[src/rtl/pong_input_cond.sv]
// Pong button conditioning: pad synchronizers, per-button debounce, frame-registered paddle moves and
// a held-score-reset detector. Define PONG_INPUT_DEBOUNCE_EN to enable the debounce counters.
module pong_input_cond #(
    parameter int unsigned DB_CNT_W    = 16,
    parameter int unsigned HOLD_FRAMES = 60
) (
    input  logic       clk,
    input  logic       rst_n,
    input  logic [4:0] btn_raw,
    input  logic       frame_tick,
    output logic [4:0] btn_stable,
    output logic       left_up,
    output logic       left_down,
    output logic       right_up,
    output logic       right_down,
    output logic       score_clr
);

    localparam int unsigned FC_W = $clog2(HOLD_FRAMES + 1);

    localparam logic [1:0] ST_IDLE  = 2'd0;
    localparam logic [1:0] ST_COUNT = 2'd1;
    localparam logic [1:0] ST_FIRED = 2'd2;

    logic [4:0] sync1_q;
    logic [4:0] sync2_q;
    logic       hold_next;

    always_ff @(posedge clk) begin
        if (!rst_n) begin
            sync1_q <= '0;
            sync2_q <= '0;
        end else begin
            sync1_q <= btn_raw;
            sync2_q <= sync1_q;
        end
    end

`ifdef PONG_INPUT_DEBOUNCE_EN
    logic [4:0]          stable_q;
    logic [4:0]          stable_d;
    logic [DB_CNT_W-1:0] db_cnt_q [5];
    logic [DB_CNT_W-1:0] db_cnt_d [5];

    // A bit flips only after its synchronized value has disagreed for a full counter wrap.
    always_comb begin
        stable_d = stable_q;
        for (int i = 0; i < 5; i++) begin
            db_cnt_d[i] = '0;
            if (sync2_q[i] != stable_q[i]) begin
                if (&db_cnt_q[i]) begin
                    stable_d[i] = sync2_q[i];
                end else begin
                    db_cnt_d[i] = db_cnt_q[i] + DB_CNT_W'(1);
                end
            end
        end
    end

    always_ff @(posedge clk) begin
        if (!rst_n) begin
            stable_q <= '0;
            for (int i = 0; i < 5; i++) begin
                db_cnt_q[i] <= '0;
            end
        end else begin
            stable_q <= stable_d;
            for (int i = 0; i < 5; i++) begin
                db_cnt_q[i] <= db_cnt_d[i];
            end
        end
    end

    assign btn_stable = stable_q;
    assign hold_next  = stable_d[4];
`else
    assign btn_stable = sync2_q;
    assign hold_next  = sync1_q[4];
`endif

    logic left_up_q, left_down_q, right_up_q, right_down_q;

    // Paddles sample the current (pre-update) debounced levels; opposing presses cancel.
    always_ff @(posedge clk) begin
        if (!rst_n) begin
            left_up_q    <= 1'b0;
            left_down_q  <= 1'b0;
            right_up_q   <= 1'b0;
            right_down_q <= 1'b0;
        end else if (frame_tick) begin
            left_up_q    <= btn_stable[0] & ~btn_stable[1];
            left_down_q  <= btn_stable[1] & ~btn_stable[0];
            right_up_q   <= btn_stable[2] & ~btn_stable[3];
            right_down_q <= btn_stable[3] & ~btn_stable[2];
        end
    end

    logic [1:0]      state_q, state_d;
    logic [FC_W-1:0] frame_cnt_q, frame_cnt_d;
    logic            score_clr_q, score_clr_d;

    // The FSM looks at the incoming debounced level so a release on a tick edge beats the count.
    always_comb begin
        state_d     = state_q;
        frame_cnt_d = frame_cnt_q;
        score_clr_d = 1'b0;
        case (state_q)
            ST_IDLE: begin
                frame_cnt_d = '0;
                if (hold_next) begin
                    state_d = ST_COUNT;
                end
            end
            ST_COUNT: begin
                if (!hold_next) begin
                    state_d     = ST_IDLE;
                    frame_cnt_d = '0;
                end else if (frame_tick) begin
                    if (frame_cnt_q != FC_W'(HOLD_FRAMES)) begin
                        frame_cnt_d = frame_cnt_q + FC_W'(1);
                    end
                    if (frame_cnt_d == FC_W'(HOLD_FRAMES)) begin
                        score_clr_d = 1'b1;
                        state_d     = ST_FIRED;
                    end
                end
            end
            ST_FIRED: begin
                if (!hold_next) begin
                    state_d     = ST_IDLE;
                    frame_cnt_d = '0;
                end
            end
            default: begin
                state_d     = ST_IDLE;
                frame_cnt_d = '0;
            end
        endcase
    end

    always_ff @(posedge clk) begin
        if (!rst_n) begin
            state_q     <= ST_IDLE;
            frame_cnt_q <= '0;
            score_clr_q <= 1'b0;
        end else begin
            state_q     <= state_d;
            frame_cnt_q <= frame_cnt_d;
            score_clr_q <= score_clr_d;
        end
    end

    assign left_up    = left_up_q;
    assign left_down  = left_down_q;
    assign right_up   = right_up_q;
    assign right_down = right_down_q;
    assign score_clr  = score_clr_q;

endmodule

[config.mk]
export PLATFORM = sky130hd
export DESIGN_NAME = pong_input_cond
export DESIGN_NICKNAME = d
export VERILOG_FILES = /design/src/rtl/pong_input_cond.sv
export SDC_FILE = /design/constraint.sdc
export NUM_CORES = 1
export LEC_CHECK = 0
export BUFFER_PORTS_ARGS = -buffer_cell sky130_fd_sc_hd__buf_2
export CAP_MARGIN = 20
export CORE_ASPECT_RATIO = 1.4
export CORE_UTILIZATION = 40
export CTS_BUF_LIST = sky130_fd_sc_hd__clkbuf_8
export CTS_CLUSTER_SIZE = 8
export DETAILED_ROUTE_END_ITERATION = 8
export SYNTH_ARGS = -nofsm -noshare
export SYNTH_HDL_FRONTEND = slang
export SYNTH_SLANG_ARGS = --single-unit
[constraint.sdc]
create_clock -name clk -period 1.7 [get_ports clk]
set_clock_uncertainty 0.05 [all_clocks]
set_input_delay 0.255 -clock clk [delete_from_list [all_inputs] [get_ports clk]]
set_output_delay 0.255 -clock clk [all_outputs]
set_load 0.005 [all_outputs]
==> flow_metrics.py, run 1 <==
metrics = {
    "synthesis": {
        "synth.most_common_cell": "dfxtp_1",
        "yosys-top-cells-count": "23 x dfxtp_1, 12 x and2_1, 10 x nor2_1",
        "syn_area_um2": 1010,
        "synth_largest_area_cell": "dfxtp_1",
        "ys.warnings.count": 0,
        "ys_seq_elements": 23,
        "leading_post_synthesis_cells_by_cell_area": "dfxtp_1 46%, and2_1 7.5%, nor2_1 3.7%, nor2b_1 3.1%, o21ai_0 3.0%",
        "avgSynthCellArea_um2": 9.07,
        "number_of_standard_cells_after_synthesis": 111,
        "sequential_fraction_of_the_synthesis_area_pct": 45.7,
        "synthArstFlopShare_pct": 0,
        "synth_top_area_share_pct": 45.7,
        "syn-num-nets": 121,
        "postSynth.topFlopCell": "dfxtp_1",
        "ys_types": 35,
        "synth_edf_count": 0,
    },
    "global_route": {
        "initial_antenna_violation_count": 0,
        "maximum_number_of_pins_on_one_net_before_global_route_repair": 14,
        "grt_overflow_total": 0,
        "via_count_of_the_first_global_routing_pass": 872,
        "grt_pass1_wl_um": 3460,
        "global_router_s_overall_resource_usage_pct": 17.1,
    },
    "cts": {
        "cts-root-buf": "clkbuf_8",
        "cts.clk_slew.worst_paths_ns": 0.08,
        "cts.sink_count": 23,
        "cts-htree-levels": 1,
        "cts_buffer_depth": 2,
        "holdBufCountCts": 0,
        "tritoncts.num_buffers": 3,
        "clk-insertion-delay-late_ns": 0.27,
        "cts_tree": "built",
        "count_of_cells_resized_by_post_cts_repair": 0,
        "post_cts_buffers": 0,
    },
    "sta": {
        "hold_violations": 0,
        "clock.fmax_mhz": 626,
        "worst_slew_pin_slew_ns": 0.308,
        "fin_ws_ns": 0.101,
        "max-slew-margin-rel_pct": 79.5,
        "grt_setup_unrepaired": "no",
        "setup_tns_ns": 0,
        "layout_worst_path_cycle_share_pct": 94.0,
        "final-setup-viol-count": 0,
        "timing.hold.ws_ns": 0.136,
        "fin_crit_ns": 1.60,
        "timing_max_transition_violations_final": 0,
    },
    "placed_design": {
        "gp_routability_congestion": 0.901,
        "port-buffer-count": 17,
        "dp_hpwl_um": 1540,
        "dp_worst_setup_slack_ns": 0.0358,
        "dp_cells": 162,
    },
    "worst_setup_path": {
        "worstPathMaxFanout": 5,
        "critPathCaptureType": "flop",
        "worstSetupStartpointType": "flop",
        "setup.worst_path.class": "reg2reg",
        "critPathArrivalTime_ns": 1.75,
        "worstPathRequired_ns": 1.85,
    },
    "floorplanning": {
        "initial_utilization_pct": 42.1,
        "core_region_area_um2": 2390,
        "floorplan.die.width_um": 44.4,
        "fp-row-count": 21,
        "i_o_pin_count": 18,
        "die_height_um": 61.4,
        "die-area_um2": 2730,
    },
    "min_path": {
        "worstHoldPathType": "in2reg",
    },
    "routing": {
        "num_vias": 872,
        "final_antenna_net_count": 0,
        "route.detailed.wl_per_inst_um": 12.4,
        "remaining_drc_errors": 0,
        "routed_wl_um": 2050,
        "drt_pre_antenna_iters": 5,
        "drt_first_iter_violations": 30,
        "vias_per_cell": 5.25,
    },
    "power_and_ir_drop": {
        "internal_power_mw": 0.744,
        "leakagePower_nw": 0.486,
        "p_per_area_nw_per_um2": 769,
        "vdd_drop_max_v": 0.000601,
        "power.combinational.fraction_pct": 5.4,
        "power_frac_seq_pct": 59.0,
        "switching_share_pct": 21.8,
        "clockPowerShare_pct": 35.6,
        "power.net_switching_mw": 0.207,
    },
    "final_layout": {
        "areaGrowthSynthToFinish_pct": 22.7,
        "finalNetCount": 143,
        "instances_no_fill": 166,
        "post_route_cells_drive_above_1_share_pct": 25.0,
        "antenna-diode-count": 0,
        "final_util_pct": 51.7,
    },
    "run": {
        "maxCapViolations": 0,
    },
    "status": {
        "outcome": "finished clean",
    },
}
## through the flow
stage / area [um^2] / power, mW
floorplan: 1010 / 0.600
global placement: 1140 / 0.624
detailed placement: 1140 / 0.626
CTS: 1190 / 0.966
global route: 1240 / 0.993
finish: 1240 / 0.950
## state kept, by name, summed over array words and instances (netlist names)
name / cells
state_q: 2
left_up: 1
frame_cnt_q: 6
right_up: 1
left_down: 1
btn_stable: 5
score_clr: 1
right_down: 1
sync1_q: 5
## metal layers
| metal | vias up | part of all wire [%] | track usage, % |
|---|---|---|---|
| li1 | 430 | - | - |
| met1 | 414 | 43 | 18.7 |
| met2 | 20 | 51 | 29.4 |
| met3 | 8 | 3.8 | 3.52 |
| met4 | 0 | 2.5 | 11.7 |
| met5 | - | 0 | 0 |
## final cells by class
type,instances,area [um^2]
fill,235,1150
multi-input combinational,81,566
sequential,23,463
timing repair buffer,19,100
tap,34,42.5
clock buffer,3,41.3
inverter,5,18.8
clock inverter,1,5.00
## worst paths after layout
check	from	endpoint	slack [ns]	cells past startpoint
hold reg to reg	sync1_q[3]$_SDFF_PN0_	btn_stable[3]$_SDFF_PN0_	0.39	1
setup reg to reg	frame_cnt_q[1]$_SDFFE_PN0P_	state_q[1]$_SDFFE_PN0P_	0.10	7
setup / recovery	frame_cnt_q[1]$_SDFFE_PN0P_	state_q[1]$_SDFFE_PN0P_	0.10	7
hold / removal	btn_raw[0]	sync1_q[0]$_SDFF_PN0_	0.14	2
## power by group through the flow
stage / sequential (mW) / combinational [mW] / clock, mW
2_1_floorplan: 0.573 / 0.0271 / 0
5_1_grt: 0.563 / 0.0578 / 0.372
3_5_place_dp: 0.574 / 0.0519 / 0
4_1_cts: 0.561 / 0.0520 / 0.353
3_3_place_gp: 0.573 / 0.0507 / 0
6_report: 0.561 / 0.0514 / 0.338
## layout by cell type, fill, tap and decap left out, drive strengths merged, types with 2 or more instances in the layout
cell,netlist,routed
dfxtp,23,23
buf,0,19
and2,13,13
nor2,10,10
nand2,6,6
o21ai,6,6
a21boi,6,6
inv,5,5
nor2b,5,5
nand2b,4,4
nand3,4,4
a21oi,3,3
clkbuf,2,3
o22ai,3,3
nor3,2,2
nand3b,2,2
nor4b,2,2
ha,2,2
## worst max-delay path: stages, from the launching register on
cell and delay, ns:
dfxtp_2 0.35, inv_1 0.12, ha_4 0.17, nand2_1 0.09, or2_4 0.29, o22ai_4 0.17
o2111ai_2 0.16, a21oi_1 0.14
## cells by family (layout without fill, tap and decap cells)
kind of cell / count (synthesis) / after routing / share of synthesized area [%]
adders and majority gates: 2 / 2 / 2.48
AOI/OAI and AO/OA: 26 / 26 / 18.1
and+or+nand+nor: 51 / 51 / 29.2
muxes: 1 / 1 / 0.994
buffers and inverters: 7 / 28 / 2.61
DFF: 23 / 23 / 45.7
xor gates and xnor gates: 1 / 1 / 0.870
(Power assumes the default switching activity.)
==> inputs of run 2 (changes only) <==
==> constraint.sdc (replaced) <==
create_clock -name clk -period 1.7 [get_ports clk]
set_clock_uncertainty 0.05 [all_clocks]
set_input_delay 0.085 -clock clk [delete_from_list [all_inputs] [get_ports clk]]
set_output_delay 0.085 -clock clk [all_outputs]
set_load 0.005 [all_outputs]
==> flow_metrics.py, run 2 (same netlist as run 1, synthesis figures left out) <==
metrics = {
    "routing": {
        "routed_wl_um": 2090,
        "num_vias": 886,
        "remaining_drc_errors": 0,
        "final_antenna_net_count": 0,
        "route.detailed.wl_per_inst_um": 12.2,
        "vias_per_cell": 5.18,
        "drt_first_iter_violations": 34,
        "drt_pre_antenna_iters": 4,
    },
    "run": {
        "maxCapViolations": 0,
    },
    "sta": {
        "fin_crit_ns": 1.59,
        "clock.fmax_mhz": 627,
        "worst_slew_pin_slew_ns": 0.300,
        "max-slew-margin-rel_pct": 80.0,
        "final-setup-viol-count": 0,
        "layout_worst_path_cycle_share_pct": 93.8,
        "setup_tns_ns": 0,
        "timing_max_transition_violations_final": 0,
        "grt_setup_unrepaired": "no",
        "hold_violations": 0,
    },
    "power_and_ir_drop": {
        "post-layout-total-power_mw": 0.959,
        "leakagePower_nw": 0.507,
        "vdd_drop_max_v": 0.000598,
        "p_per_area_nw_per_um2": 745,
    },
    "final_layout": {
        "largest_reg_flops": 6,
        "antenna-diode-count": 0,
        "sequential_cell_area_um2": 463,
        "register_with_the_most_flip_flops": "frame_cnt_q",
        "areaGrowthSynthToFinish_pct": 27.7,
        "fillerInstances": 227,
        "final_common_cell": "dfxtp_1",
        "finalNetCount": 148,
        "most-common-layout-cells": "21 x dfxtp_1, 17 x buf_2, 12 x and2_1",
        "design_area_um2": 1290,
        "post_route_cells_drive_above_1_share_pct": 24.1,
        "area_of_the_multi_input_gates_um2": 566,
    },
    "placed_design": {
        "dp_hpwl_um": 1540,
        "placed_area_um2": 1140,
        "port-buffer-count": 17,
        "gp_routability_congestion": 0.901,
    },
    "global_route": {
        "grt_overflow_total": 0,
        "via_count_of_the_first_global_routing_pass": 891,
        "grt_pass1_wl_um": 3530,
        "maximum_number_of_pins_on_one_net_before_global_route_repair": 14,
        "global_router_s_overall_resource_usage_pct": 17.5,
        "initial_antenna_violation_count": 0,
    },
    "floorplanning": {
        "i_o_pin_count": 18,
        "core_region_area_um2": 2390,
        "fp-row-count": 21,
        "floorplan.die.width_um": 44.4,
        "initial_utilization_pct": 42.1,
        "die_height_um": 61.4,
        "die-area_um2": 2730,
    },
    "cts": {
        "cts.clk_slew.worst_paths_ns": 0.08,
        "cts-htree-levels": 1,
        "cts_tree": "built",
        "cts.sink_count": 23,
        "post_cts_buffers": 0,
        "cts-root-buf": "clkbuf_8",
        "clk-insertion-delay-late_ns": 0.27,
        "cts_buffer_depth": 2,
        "tritoncts.num_buffers": 3,
    },
    "worst_setup_path": {
        "worstPathRequired_ns": 1.85,
        "worstPathMaxFanout": 5,
        "critPathArrivalTime_ns": 1.75,
        "setup.worst_path.class": "reg2reg",
        "worstSetupStartpointType": "flop",
        "critPathCaptureType": "flop",
    },
    "min_path": {
        "worstHoldPathType": "in2reg",
    },
    "status": {
        "outcome": "finished clean",
    },
}
-- run 2: critical path, cell delays in order, from the launching register on --
cell and delay, ns:
dfxtp_2 0.35, inv_1 0.12, ha_4 0.17, nand2_1 0.09, or2_4 0.29, o22ai_4 0.17, o2111ai_2 0.16, a21oi_1 0.14
-- run 2: where the power goes --
group          switching [mW]  internal [mW]
combinational          0.0254         0.0349
clock                   0.174          0.164
sequential            0.00824          0.552
-- run 2: metrics by stage --
stage / setup slack [ns] / utilization, % / hold WS, ns / cells
after floorplan: 0.198 / - / 0.157 / 111
after global placement: 0.0639 / 47.8 / 0.243 / 162
after detailed placement: 0.0358 / 47.8 / 0.247 / 162
after CTS: 0.0162 / 51.8 / 0.0919 / 171
after global routing: 0.0161 / 53.8 / 0.0830 / 171
final: 0.106 / 53.8 / 0.0829 / 171
-- run 2: final cells by class --
type | count | share of cell area, %
Clock buffer | 3 | 3.21
Clock inverter | 1 | 0.389
Inverter | 5 | 1.46
Multi-Input combinational cell | 81 | 44.0
Sequential cell | 23 | 36.0
Tap cell | 34 | 3.31
Timing Repair Buffer | 24 | 11.7
-- run 2: what timing repair did --
action | in CTS | in global routing
resized for setup | 0 | 10
setup endpoints to repair | 0 | 3
hold buffers | 5 | 0
endpoints found under the hold margin | 5 | 0
-- run 2: final timing paths --
check,from,endpoint,slack [ns],cells after the start
min reg2reg,sync1_q[3]$_SDFF_PN0_,btn_stable[3]$_SDFF_PN0_,0.39,1
max reg2reg,frame_cnt_q[1]$_SDFFE_PN0P_,state_q[1]$_SDFFE_PN0P_,0.11,7
min,rst_n,frame_cnt_q[2]$_SDFFE_PN0P_,0.08,2
max,frame_cnt_q[1]$_SDFFE_PN0P_,state_q[1]$_SDFFE_PN0P_,0.11,7
-- run 2: metal layers --
layer	GRT usage, %	vias to the layer above	part of all wire (%)
met4	11.7	0	2.5
met5	0	-	0
met1	18.7	410	42
met3	3.52	10	4.1
met2	30.7	24	51
li1	-	442	-
==> inputs of run 3 (changes only) <==
- CORE_ASPECT_RATIO: 1.4 -> unset
- CORE_UTILIZATION: 40 -> 56
- PLACE_DENSITY: unset -> 0.8
==> flow_metrics.py, run 3 (same netlist as run 1, synthesis figures left out) <==
metrics = {
    "worst_setup_path": {
        "worstPathMaxFanout": 3,
        "critPathCaptureType": "flop",
        "setup.worst_path.class": "reg2reg",
        "worstSetupStartpointType": "flop",
        "worstPathRequired_ns": 1.84,
        "critPathArrivalTime_ns": 1.76,
        "r2r_setup_slack_ns": 0.08,
    },
    "placed_design": {
        "dp_worst_setup_slack_ns": 0.0460,
        "port-buffer-count": 17,
        "placed_area_um2": 1120,
        "gp_routability_congestion": 0.808,
        "dp_cells": 151,
        "dp_hpwl_um": 1490,
    },
    "final_layout": {
        "post_route_cells_drive_above_1_share_pct": 22.2,
        "final_common_cell": "dfxtp_1",
        "sequential_cell_area_um2": 462,
        "largest_reg_flops": 6,
        "final_util_pct": 77.9,
        "area_of_the_multi_input_gates_um2": 554,
        "antenna-diode-count": 0,
        "instances_no_fill": 159,
        "most-common-layout-cells": "22 x dfxtp_1, 17 x buf_2, 12 x and2_1",
        "finalNetCount": 146,
        "register_with_the_most_flip_flops": "frame_cnt_q",
        "design_area_um2": 1240,
        "areaGrowthSynthToFinish_pct": 23.4,
        "fillerInstances": 110,
    },
    "power_and_ir_drop": {
        "vdd_drop_max_v": 0.000974,
        "leakagePower_nw": 0.497,
        "p_per_area_nw_per_um2": 756,
        "post-layout-total-power_mw": 0.940,
    },
    "routing": {
        "remaining_drc_errors": 0,
        "vias_per_cell": 5.52,
        "drt_pre_antenna_iters": 4,
        "route.detailed.wl_per_inst_um": 13.0,
        "drt_first_iter_violations": 22,
        "final_antenna_net_count": 0,
        "num_vias": 878,
        "routed_wl_um": 2070,
    },
    "status": {
        "outcome": "finished clean",
    },
    "global_route": {
        "global_router_s_overall_resource_usage_pct": 24.5,
        "via_count_of_the_first_global_routing_pass": 796,
        "maximum_number_of_pins_on_one_net_before_global_route_repair": 20,
        "grt_overflow_total": 0,
        "grt_pass1_wl_um": 3420,
        "initial_antenna_violation_count": 0,
    },
    "cts": {
        "cts_tree": "built",
        "clk-insertion-delay-late_ns": 0.26,
        "cts.sink_count": 23,
        "cts.clk_slew.worst_paths_ns": 0.08,
        "post_cts_buffers": 0,
        "cts_buffer_depth": 2,
        "tritoncts.num_buffers": 3,
        "cts-root-buf": "clkbuf_8",
        "cts-htree-levels": 1,
    },
    "floorplanning": {
        "die_height_um": 44.4,
        "i_o_pin_count": 18,
        "floorplan.die.width_um": 44.4,
        "initial_utilization_pct": 63.2,
        "die-area_um2": 1970,
        "core_region_area_um2": 1590,
        "fp-row-count": 14,
    },
    "sta": {
        "setup_tns_ns": 0,
        "grt_setup_unrepaired": "no",
        "final-setup-viol-count": 0,
        "layout_worst_path_cycle_share_pct": 95.2,
        "timing.hold.ws_ns": 0.00375,
        "worst_slew_pin_slew_ns": 0.292,
        "fin_crit_ns": 1.62,
        "clock.fmax_mhz": 618,
        "hold_violations": 0,
        "timing_max_transition_violations_final": 0,
        "max-slew-margin-rel_pct": 80.4,
        "fin_ws_ns": 0.0823,
    },
    "min_path": {
        "worstHoldPathType": "in2reg",
    },
    "run": {
        "maxCapViolations": 0,
    },
}
run 3: cell type report:
| cell class | count | area share, % |
|---|---|---|
| Timing Repair Buffer | 22 | 10.7 |
| Clock inverter | 1 | 0.302 |
| Inverter | 5 | 1.51 |
| Clock buffer | 3 | 3.32 |
| Sequential cell | 23 | 37.2 |
| Tap cell | 24 | 2.42 |
| Multi-Input combinational cell | 81 | 44.6 |
run 3: critical path, stage by stage, from the launching register on:
cell and delay, ns:
dfxtp_1 0.34, inv_1 0.12, ha_4 0.17, nand2_1 0.09, or2_4 0.28, o22ai_2 0.18
o2111ai_1 0.16, a21oi_1 0.15
run 3: worst paths after layout:
| path | from | to | cells after the start |
|---|---|---|---|
| setup / recovery | frame_cnt_q[0]$_SDFFE_PN0P_ | state_q[1]$_SDFFE_PN0P_ | 7 |
| hold / removal | btn_raw[2] | sync1_q[2]$_SDFF_PN0_ | 2 |
| setup reg to reg | frame_cnt_q[0]$_SDFFE_PN0P_ | state_q[1]$_SDFFE_PN0P_ | 7 |
| hold reg to reg | sync1_q[0]$_SDFF_PN0_ | btn_stable[0]$_SDFF_PN0_ | 1 |
run 3: power by group:
part / total [mW] / internal, mW / switching, mW
Clock: 0.322 / 0.161 / 0.161
Sequential: 0.561 / 0.553 / 0.00811
Combinational: 0.0569 / 0.0319 / 0.0250
run 3: what timing repair did:
| action | in CTS | in global routing |
|---|---|---|
| hold buffers | 4 | 0 |
| endpoints found under the hold margin | 4 | 0 |
| endpoints found under the setup margin | 0 | 3 |
| resized for setup | 0 | 8 |
run 3: metal layers:
| layer | GRT usage [%] | vias to the layer above | wire, um |
|---|---|---|---|
| li1 | - | 435 | - |
| met1 | 27.3 | 420 | 943 |
| met3 | 8.16 | 2 | 85 |
| met4 | 9.09 | 0 | 19 |
| met2 | 42.9 | 21 | 1030 |
| met5 | 0 | - | 0 |
